File: src/rtl/prescaled_timer.sv
// Purpose: down-counting timer clocked by a 2^sel prescaler, with sticky expiry and overrun flags.
// Latency: go/stop/int_ack act on the edge that samples them; expiry after (N+1)*2^sel edges.
// Backpressure: none; strobes are single-cycle controls and all outputs are registered.
module prescaled_timer #(
    parameter int TMR_WIDTH   = 16,
    parameter int PRESC_WIDTH = 8,
    parameter int SEL_WIDTH   = 3
) (
    input  logic                 clk_in,
    input  logic                 rst,
    input  logic [SEL_WIDTH-1:0] prescaler_conf,
    input  logic [TMR_WIDTH-1:0] timer_conf,
    input  logic                 mode,
    input  logic                 go,
    input  logic                 stop,
    input  logic                 int_ack,
    output logic                 tmr_int,
    output logic                 ovr,
    output logic                 running,
    output logic [TMR_WIDTH-1:0] count
);

    typedef enum logic {
        IDLE = 1'b0,
        RUN  = 1'b1
    } state_t;

    state_t                 state;
    state_t                 next_state;
    logic [PRESC_WIDTH-1:0] prescaler;
    logic [SEL_WIDTH-1:0]   sel_q;
    logic [PRESC_WIDTH-1:0] sel_mask;
    logic                   tick;
    logic                   expiry;

    // Low sel_q bits of the prescaler; selects above PRESC_WIDTH saturate to a full mask.
    always_comb begin
        sel_mask = '0;
        for (int i = 0; i < PRESC_WIDTH; i++) begin
            if (i < int'(sel_q)) begin
                sel_mask[i] = 1'b1;
            end
        end
    end

    // A tick fires when the selected prescaler bits are all ones; a stop cancels expiry.
    always_comb begin
        tick   = (state == RUN) && ((prescaler & sel_mask) == sel_mask);
        expiry = tick && (count == '0) && !stop;
    end

    // State register.
    always_ff @(posedge clk_in or posedge rst) begin
        if (rst) begin
            state <= IDLE;
        end else begin
            state <= next_state;
        end
    end

    // Next state: stop beats go, go beats expiry, one-shot expiry returns to IDLE.
    always_comb begin
        next_state = state;
        if (stop) begin
            next_state = IDLE;
        end else if (go) begin
            next_state = RUN;
        end else if (expiry && !mode) begin
            next_state = IDLE;
        end
    end

    // Outputs decoded from the state register only.
    always_comb begin
        running = (state == RUN);
    end

    // Prescaler, latched select and down-counter.
    always_ff @(posedge clk_in or posedge rst) begin
        if (rst) begin
            prescaler <= '0;
            sel_q     <= '0;
            count     <= '0;
        end else if (stop) begin
            prescaler <= '0;
            count     <= '0;
        end else if (go) begin
            prescaler <= '0;
            sel_q     <= prescaler_conf;
            count     <= timer_conf;
        end else if (state == RUN) begin
            if (expiry && !mode) begin
                prescaler <= '0;
            end else begin
                prescaler <= prescaler + 1'b1;
            end
            if (tick) begin
                if (count != '0) begin
                    count <= count - 1'b1;
                end else if (mode) begin
                    count <= timer_conf;
                end
            end
        end else begin
            prescaler <= '0;
        end
    end

    // Sticky flags: expiry wins over ack for tmr_int, ack wins for ovr.
    always_ff @(posedge clk_in or posedge rst) begin
        if (rst) begin
            tmr_int <= 1'b0;
            ovr     <= 1'b0;
        end else begin
            if (expiry) begin
                tmr_int <= 1'b1;
            end else if (int_ack) begin
                tmr_int <= 1'b0;
            end
            if (int_ack) begin
                ovr <= 1'b0;
            end else if (expiry && tmr_int) begin
                ovr <= 1'b1;
            end
        end
    end

endmodule

File: config.mk
export PLATFORM = sky130hd
export DESIGN_NAME = prescaled_timer
export DESIGN_NICKNAME = d
export VERILOG_FILES = /design/src/rtl/prescaled_timer.sv
export SDC_FILE = /design/constraint.sdc
export NUM_CORES = 1
export LEC_CHECK = 0
export CAP_MARGIN = 5
export CORE_MARGIN = 4
export CORE_UTILIZATION = 25
export DETAILED_ROUTE_END_ITERATION = 8
export PLACE_DENSITY = 0.53
export SYNTH_ARGS = -nofsm -noshare
export SYNTH_HDL_FRONTEND = slang
export SYNTH_SLANG_ARGS = --single-unit
File: constraint.sdc
create_clock -name clk_in -period 2.2 [get_ports clk_in]
set_input_delay 0.44 -clock clk_in [delete_from_list [all_inputs] [get_ports clk_in]]
set_output_delay 0.44 -clock clk_in [all_outputs]
set_load 0.03 [all_outputs]
==> flow_summary.json <==
{
  "grt_pass1_wl_mm": 9.218,
  "yosys.area_share.adder_pct": 2.094,
  "numPortBuffers": 43,
  "slew_headroom_pct": 73.63,
  "start_kind": "flip-flop",
  "synthTopCellsByCount": "dfrtp_1 (29), a21oi_1 (23), nand2_1 (20)",
  "post-synth-top-area-cell": "dfrtp_1",
  "clock_path_buffers": 2,
  "clock-root-buffer": "clkbuf_8",
  "dpl.hpwl_mm": 4.149,
  "cts.repair_timing.setup_buffer_count": 0,
  "detail-route-antenna-nets": 0,
  "critical_path_endpoint_category": "flip-flop",
  "clock_latency_ps": 280,
  "clock.fmax_mhz": 451.3,
  "cp_common_cell": "or3_4",
  "synth.net_count": 239,
  "status": "finished with violations",
  "post_drt_via_cell_ratio": 4.795,
  "postSynthCellCount": 211,
  "unrepaired_setup_endpoints_after_global_routing": "yes",
  "power.density_cell_area_mw_per_mm2": 694.6,
  "gp_congestion": 0.7803,
  "timing.hold.worst.start": "ovr$_DFFE_PP0P_",
  "crit_chain": "or4_4 -> or3_4 -> or3_4 -> o31a_1 -> o211ai_2 -> o21ai_1",
  "avgSynthCellArea_um2": 8.497,
  "synth.area.mux_share_pct": 1.884,
  "synth_top_cells_by_area": "dfrtp_1 (40%), a21oi_1 (6.4%), nand2_1 (4.2%)",
  "critical_path_peak_fanout": 4,
  "detail_route.drc_violations": 0,
  "sink_count": 29,
  "power_leakage_uw": 0.001162,
  "post_route_cells_drive_above_1_share_pct": 20.77,
  "numCtsBuffers": 5,
  "yosysWarningCount": 0,
  "xor_and_xnor_area_share_after_synthesis_pct": 2.442,
  "fin_crit_sh_pct": 100.7,
  "cts_max_level": 2,
  "drv.max_cap_violation_count": 0,
  "synth_enable_flop_cells": 0,
  "initialDrtViolationCount": 85,
  "avgRoutedWirePerCell_um": 14.38,
  "simple_gate_share_of_the_synthesized_area_pct": 27.08,
  "initial_antenna_violation_count": 0,
  "time_the_final_worst_path_needs_with_i_o_delays_and_setup_ps": 2216,
  "vias": 1822,
  "crit_arrival_ps": 2380,
  "grt_max_degree": 30,
  "clock-skew-final_ps": 10.77,
  "final_max_slew_viol_count": 0,
  "design.final.nets": 311,
  "detailedRoute.firstPassIterationCount": 4,
  "failing_checks": "setup timing",
  "worstSetupStartpoint": "count[7]$_DFFE_PP0P_",
  "diodes_inserted": 0,
  "asyncSetResetFlopFracSynth_pct": 100.0,
  "overflow": 0,
  "synth_seq_cells": 29,
  "worst-setup-path-type": "flip-flop to flip-flop",
  "placeable_area_mm2": 0.006869,
  "synth_cell_area_mm2": 0.001793,
  "die_y_um": 92.69,
  "synth_top_area_share_pct": 40.47,
  "cts_tree": "built",
  "total_die_area_mm2": 0.008591,
  "synthMostInstantiatedCell": "dfrtp_1",
  "worstPathRequired_ps": 2370,
  "fp.dieW_um": 92.69,
  "cts.reportedPaths.clkPinSlew_ps": 70,
  "timing.final.ws_setup_ps": -15.59,
  "grt_pass1_vias": 1831,
  "io_pins": 44,
  "initial_utilization_pct": 26.10,
  "total_routed_length_mm": 5.464,
  "totalNegativeSetupSlack_ps": -15.59,
  "synth_top_family_by_area": "simple AND/OR/NAND/NOR gates",
  "cp_slowest_cell": "or4_4",
  "worst-slew-pin-transition_ps": 385.6,
  "cp_slowest_stage_delay_ps": 530,
  "worst_ir_drop_vdd_uv": 252.8,
  "timing.hold.worst.class": "flip-flop to flip-flop",
  "synth_compound_gate_area_share_pct": 22.19,
  "flow.area_growth_from_synthesis_pct": 51.85,
  "setup_viol": 1,
  "finalHoldWorstSlack_ps": 515.7,
  "crit-reg2reg-launch": "count[7]$_DFFE_PP0P_",
  "groute.usage.overall_pct": 13.46,
  "core.rowCount": 30,
  "yosysSeqAreaShare_pct": 40.47,
  "library_cells_used_by_synthesis": 45,
  "synthFlopType": "dfrtp_1",
  "final-hold-violation-count": 0
}
[logic make-up (layout without fill, tap and decap cells)]
kind of cell / Yosys count / after routing
xor+xnor: 5 / 5
simple gates: 92 / 92
mux: 3 / 3
buf+inv: 18 / 91
compound gates: 61 / 61
flops: 29 / 29
fa+ha+maj: 3 / 3
[area by class of cell]
class                      instances  area, um^2
inverter                           8       30.03
timing repair buffer              75       695.7
fill                             692        4146
tap                               96       120.1
clock buffer                       6       72.57
sequential                        29       729.5
clock inverter                     2       35.03
multi-input combinational        164        1040
[per-layer routing]
metal	up-vias	global-route usage [%]	part of all wire [%]
met5	-	0	0
met4	0	4.518	1.3
met3	5	2.924	5.7
met2	44	18.91	43
met1	852	20.15	50
li1	921	-	-
[worst max-delay path, delay by kind of cell, from the launching register on]
family             cells  cell delay (ps)
DFF                    1              410
AOI/OAI and AO/OA      3              480
and+or+nand+nor        3             1220
[per-stage QoR]
step	total power [uW]	util, %	setup WS (ps)	cells	area (um^2)
after floorplan	1020	-	-68.48	211	1803
after global placement	1334	37.52	16.25	372	2577
after detailed placement	1332	37.52	-60.79	372	2577
after CTS	1894	39.24	-18.03	380	2695
after global routing	2005	39.64	-99.93	380	2723
final	1891	39.64	-15.59	380	2723
[report_power, final]
part	total (uW)	switching, uW	internal (uW)
clock network	542	206	336
logic	736	377	358
registers	614	40.4	574
total	1890	624	1270
[flip-flops by register name (all words and copies together), names as in the netlist]
| signal | flops |
|---|---|
| ovr | 1 |
| count | 16 |
| sel_q | 3 |
| tmr_int | 1 |
| prescaler | 7 |
| running | 1 |
[layout by cell type (no fill, tap or decap), types with 2 or more instances in the layout]
cell,netlist,final
ha_1,3,3
inv_1,8,8
and3_1,2,2
nand2_1,20,20
nor4_1,4,3
buf_4,0,30
or2_1,2,2
or3_4,1,2
nand3_1,5,5
nand2b_1,4,3
a21o_1,2,2
a21oi_1,23,22
o21ai_1,6,6
buf_12,0,2
or3_1,7,6
o32a_1,2,2
or2_2,3,3
o21a_1,3,3
or4_1,3,3
nor3b_1,2,2
nor2b_1,3,3
o21ai_0,2,2
dfrtp_1,29,26
o31a_1,2,2
o211ai_1,3,3
nor2_1,19,19
dfrtp_2,0,3
clkdlybuf4s50_1,0,43
o41a_1,3,3
o22ai_1,8,8
nor3_1,11,9
clkbuf_8,0,5
mux2_2,3,3
xor2_1,4,4
[final timing paths]
path | endpoint | slack [ps] | cells after the start
max | count[14]$_DFFE_PP0P_ | -20 | 6
min | ovr$_DFFE_PP0P_ | 520 | 2
max reg2reg | count[14]$_DFFE_PP0P_ | -20 | 6
min reg2reg | ovr$_DFFE_PP0P_ | 520 | 2
max in group asynchronous | count[8]$_DFFE_PP0P_ | 1370 | 3
min in group asynchronous | tmr_int$_DFFE_PP0P_ | 540 | 3
[what timing repair did]
| action | in CTS | in global routing |
|---|---|---|
| setup endpoints to repair | 2 | 23 |
| hold buffers | 0 | 0 |
| gates resized for setup | 2 | 6 |
| pin swaps | 0 | 0 |
Note: power is estimated with default switching activity, not from simulation.
==> variant 1, RTL diff (config.mk and constraints unchanged) <==
`SEL_WIDTH`: 3 -> 2.
--- a/src/rtl/prescaled_timer.sv
+++ b/src/rtl/prescaled_timer.sv
@@ -5,5 +5,5 @@
     parameter int TMR_WIDTH   = 16,
     parameter int PRESC_WIDTH = 8,
-    parameter int SEL_WIDTH   = 3
+    parameter int SEL_WIDTH   = 2
 ) (
     input  logic                 clk_in,
Ports: changed (resized prescaler_conf); port bits go from 44 to 43. The function was not compared with the original's and may differ.
==> variant 1 against the original RTL <==
- cell area is 14% lower
- count of clock-buffer cells in the layout is 2 lower
- sequential cell count is 5 lower
- routed wire length is 2.7% lower
- cell count is 16% lower
- clock power is 41% lower
- synthesized area is 9.8% lower
- total power is 14% lower
- synthesized cell count is 15% lower
- maximum frequency is 5.5% higher
- sequential power is 13% lower
- setup slack better by 0.11 ns
==> variant 1: results <==
{
  "run_status": "finished clean",
  "post-dp-hpwl_um": 3990,
  "critPathMaxStageDelay_ns": 0.49,
  "drtIter0Drc": 124,
  "use_met2_pct": 23.0,
  "synth.area.top_cells": "dfrtp_1 (37%), a32oi_1 (6.5%), o22ai_2 (5.4%), inv_1 (4.9%), nor4_1 (3.9%)",
  "grtUsageMet3_pct": 2.05,
  "nNetsFinal": 270,
  "synth-compound-area-share_pct": 27.8,
  "cts_resized": 0,
  "cts_buffers": 3,
  "wl_um": 5320,
  "grt_util_met1_pct": 20.6,
  "place_worst_setup_slack_ns": 0.0464,
  "port_buffers": 42,
  "skew_ns": 0.00397,
  "synth_xor_area_share_pct": 0.541,
  "yosys-top-cells-count": "dfrtp_1 (24), inv_1 (21), a32oi_1 (12)",
  "tightest_slew_ns": 0.479,
  "clkTransAtPathRegs_ns": 0.09,
  "num_vias": 1683,
  "routabilityCongestion": 0.849,
  "syn_area_per_cell_um2": 9.04,
  "synth.area.mux_share_pct": 3.25,
  "wl_met2_um": 2420,
  "p_leak_nw": 0.955,
  "synth_nets": 206,
  "place_inst": 315,
  "grt_pass1_wl_um": 8850,
  "ys_types": 43,
  "met1_length_um": 2510,
  "wl_met3_um": 322,
  "yosysSeqAreaShare_pct": 37.1,
  "vias_per_cell": 5.28,
  "top_regs": "count x16, prescaler x3, sel_q x2",
  "worst-path-max-fanout": 8,
  "grt_max_degree": 25,
  "final_area_mm2": 0.00235,
  "synth_fa_ha_area_share_pct": 2.32,
  "critPathSlowestCell": "nor4_1",
  "ir_drop_mv": 0.270
}
## variant 1: worst paths after layout
check	cells past startpoint	endpoint	startpoint	slack, ns
min reg2reg	1	prescaler[0]$_DFF_PP0_	prescaler[0]$_DFF_PP0_	0.49
max in group asynchronous	3	count[0]$_DFFE_PP0P_	rst	1.43
max	6	count[11]$_DFFE_PP0P_	count[12]$_DFFE_PP0P_	0.1
max reg2reg	6	count[11]$_DFFE_PP0P_	count[12]$_DFFE_PP0P_	0.1
min	1	prescaler[0]$_DFF_PP0_	prescaler[0]$_DFF_PP0_	0.49
min in group asynchronous	3	ovr$_DFFE_PP0P_	rst	0.51
## variant 1: area by class of cell
cell class                 instances  area [um2]
timing repair buffer              69         623
tap                               77        96.3
inverter                          21        78.8
sequential                        24         603
clock buffer                       4        55.1
fill                             660        3970
multi-input combinational        124         891
## variant 1: where the power goes
group	switching [mW]	leakage, nW	internal (mW)
Sequential	0.0516	0.317	0.485
Clock	0.158	0.0288	0.160
Combinational	0.417	0.610	0.351
==> variant 2, RTL diff (same settings) <==
Made on the original files. Put one more register stage on the output `count`, with the module's reset. The value now appears one clock later. The other outputs are not delayed to match.
--- a/src/rtl/prescaled_timer.sv
+++ b/src/rtl/prescaled_timer.sv
@@ -26,4 +26,6 @@
     } state_t;
 
+    logic [TMR_WIDTH-1:0] count_s0;
+
     state_t                 state;
     state_t                 next_state;
@@ -47,5 +49,5 @@
     always_comb begin
         tick   = (state == RUN) && ((prescaler & sel_mask) == sel_mask);
-        expiry = tick && (count == '0) && !stop;
+        expiry = tick && (count_s0 == '0) && !stop;
     end
 
@@ -81,12 +83,12 @@
             prescaler <= '0;
             sel_q     <= '0;
-            count     <= '0;
+            count_s0  <= '0;
         end else if (stop) begin
             prescaler <= '0;
-            count     <= '0;
+            count_s0  <= '0;
         end else if (go) begin
             prescaler <= '0;
             sel_q     <= prescaler_conf;
-            count     <= timer_conf;
+            count_s0  <= timer_conf;
         end else if (state == RUN) begin
             if (expiry && !mode) begin
@@ -96,8 +98,8 @@
             end
             if (tick) begin
-                if (count != '0) begin
-                    count <= count - 1'b1;
+                if (count_s0 != '0) begin
+                    count_s0 <= count_s0 - 1'b1;
                 end else if (mode) begin
-                    count <= timer_conf;
+                    count_s0 <= timer_conf;
                 end
             end
@@ -126,4 +128,12 @@
     end
 
+    always_ff @(posedge clk_in or posedge rst) begin
+        if (rst) begin
+            count <= '0;
+        end else begin
+            count <= count_s0;
+        end
+    end
+
 endmodule
 
Check against the original RTL: not equivalent (Yosys sat finds a counterexample within 4 cycles, from zero or initial values and one cycle with rst high).
==> variant 2 against the original RTL <==
- utilization is 3.3 points lower
- maximum frequency is 8.6% higher
- cell area is 9.6% higher
- setup slack better by 0.18 ns
- total power is 15% higher
- routed wire length is 3.7% higher
- sequential cell count is 16 higher
- via count is 1.7% higher
- critical endpoint is now count_s0[13]$_DFFE_PP0P_
- sequential power is 55% higher
- synthesized area is 18% higher
==> variant 2: results <==
{
  "run_status": "finished clean",
  "gr-total-overflow": 0,
  "grt_pass1_wl_um": 9640,
  "vias_per_cell": 4.73,
  "yosysWarnings": 0,
  "cp_top_family": "simple AND/OR/NAND/NOR gates",
  "cts_buffers": 5,
  "cp.arrival_ns": 2.22,
  "antenna_cells": 0,
  "r2r-start": "count_s0[4]$_DFFE_PP0P_",
  "port_buffers": 43,
  "clkTransAtPathRegs_ns": 0.08,
  "wl_per_cell_um": 14.5,
  "cts_root_buf": "clkbuf_8",
  "clkLatencyLatePin_ns": 0.30,
  "hp-start": "count_s0[1]$_DFFE_PP0P_",
  "top_regs": "count x16, count_s0 x16, prescaler x7",
  "cts.path.max_buffers": 2,
  "drive_gt1_share_pct": 16.4,
  "postCtsSetupRepairBufs": 0,
  "cts_resized": 0,
  "whs_path_depth": 0,
  "grt_max_degree": 29,
  "dr.pass1.iters": 4,
  "place_area_mm2": 0.00290,
  "synth.area.top_cells": "dfrtp_1 (53%), nand2_1 (4.1%), nor2_1 (4.1%), a21oi_1 (3.6%), a32o_1 (3.3%)",
  "htree_num_levels": 2,
  "skew_ns": 0.00769,
  "hold_class": "reg2reg",
  "track_usage_pct": 12.1,
  "place_worst_setup_slack_ns": 0.0810,
  "p_leak_nw": 1.29,
  "critPathSlowestCell": "or4_4",
  "critPathMaxStageDelay_ns": 0.47,
  "post-dp-hpwl_um": 4270,
  "tightest_slew_ns": 0.696,
  "worst-path-max-fanout": 3,
  "nNetsFinal": 314,
  "ys_types": 43,
  "synth_nets": 242,
  "yosysSeqAreaShare_pct": 53.3,
  "p_switching_mw": 0.715,
  "r2r_cells": 6,
  "yosys-top-cells-count": "dfrtp_1 (45), nand2_1 (23), nor2_1 (23)",
  "path_class": "reg2reg",
  "antenna_found_initial": 0,
  "drtIter0Drc": 96,
  "ir_drop_mv": 0.219,
  "async_flop_share_pct": 100,
  "grt_pass1_vias": 1842,
  "routabilityCongestion": 0.819
}
[variant 2: cell types whose count changed in the layout (fill, tap and decap cells not counted), sizes merged, moves of 6 or more]
cell   unedited run  this run
a21oi            23        15
a32o              0         7
dfrtp            29        45
nand3             5        12
nor3             11         3
or3               8         2
[variant 2: power groups by stage]
stage,logic [mW],registers (mW),clock network [mW]
final,0.728,0.951,0.490
after global routing,0.798,0.963,0.560
after floorplan,0.317,1.04,0
after CTS,0.730,0.952,0.522
after detailed placement,0.727,0.968,0
after global placement,0.729,0.968,0
[variant 2: worst paths after layout]
path / slack (ns) / endpoint
max in group asynchronous: 1.20 / count[3]$_DFF_PP0_
worst min register to register: 0.42 / count[1]$_DFF_PP0_
worst min-delay path: 0.42 / count[1]$_DFF_PP0_
worst max register to register: 0.16 / count_s0[13]$_DFFE_PP0P_
worst max-delay path: 0.16 / count_s0[13]$_DFFE_PP0P_
min in group asynchronous: 0.47 / count[6]$_DFF_PP0_
[variant 2: kinds of logic (layout without fill, tap and decap cells)]
group / Yosys count / after routing / synth area share [%]
AO/OA/AOI/OAI: 59 / 59 / 19.1
XOR/XNOR: 5 / 5 / 2.07
adder cells (fa/ha/maj): 3 / 3 / 1.78
buffers and inverters: 17 / 90 / 3.37
flip-flops: 45 / 45 / 53.3
multiplexers: 3 / 3 / 1.54
AND/OR/NAND/NOR: 82 / 82 / 18.9
[variant 2: cell type report]
class | count | area (um2)
Fill cell | 820 | 5230
Multi-Input combinational cell | 152 | 925
Clock inverter | 2 | 10.0
Sequential cell | 45 | 1130
Timing Repair Buffer | 74 | 688
Inverter | 8 | 30.0
Tap cell | 105 | 131
Clock buffer | 6 | 72.6
[variant 2: stage by stage]
step | cells | utilization (%) | hold WS, ns
after floorplan | 214 | - | 0.369
after global placement | 384 | 35.2 | 0.404
after CTS | 392 | 36.2 | 0.424
after global routing | 392 | 36.3 | 0.451
after detailed placement | 384 | 35.2 | 0.397
final | 392 | 36.3 | 0.419
[variant 2: layer usage]
layer	wire [um]	part of all wire (%)	GRT usage, %	vias up
met5	0	0	0	-
met4	93	1.6	4.73	0
met3	198	3.5	2.57	7
met2	2530	45	17.7	45
met1	2840	50	17.6	871
li1	-	-	-	930
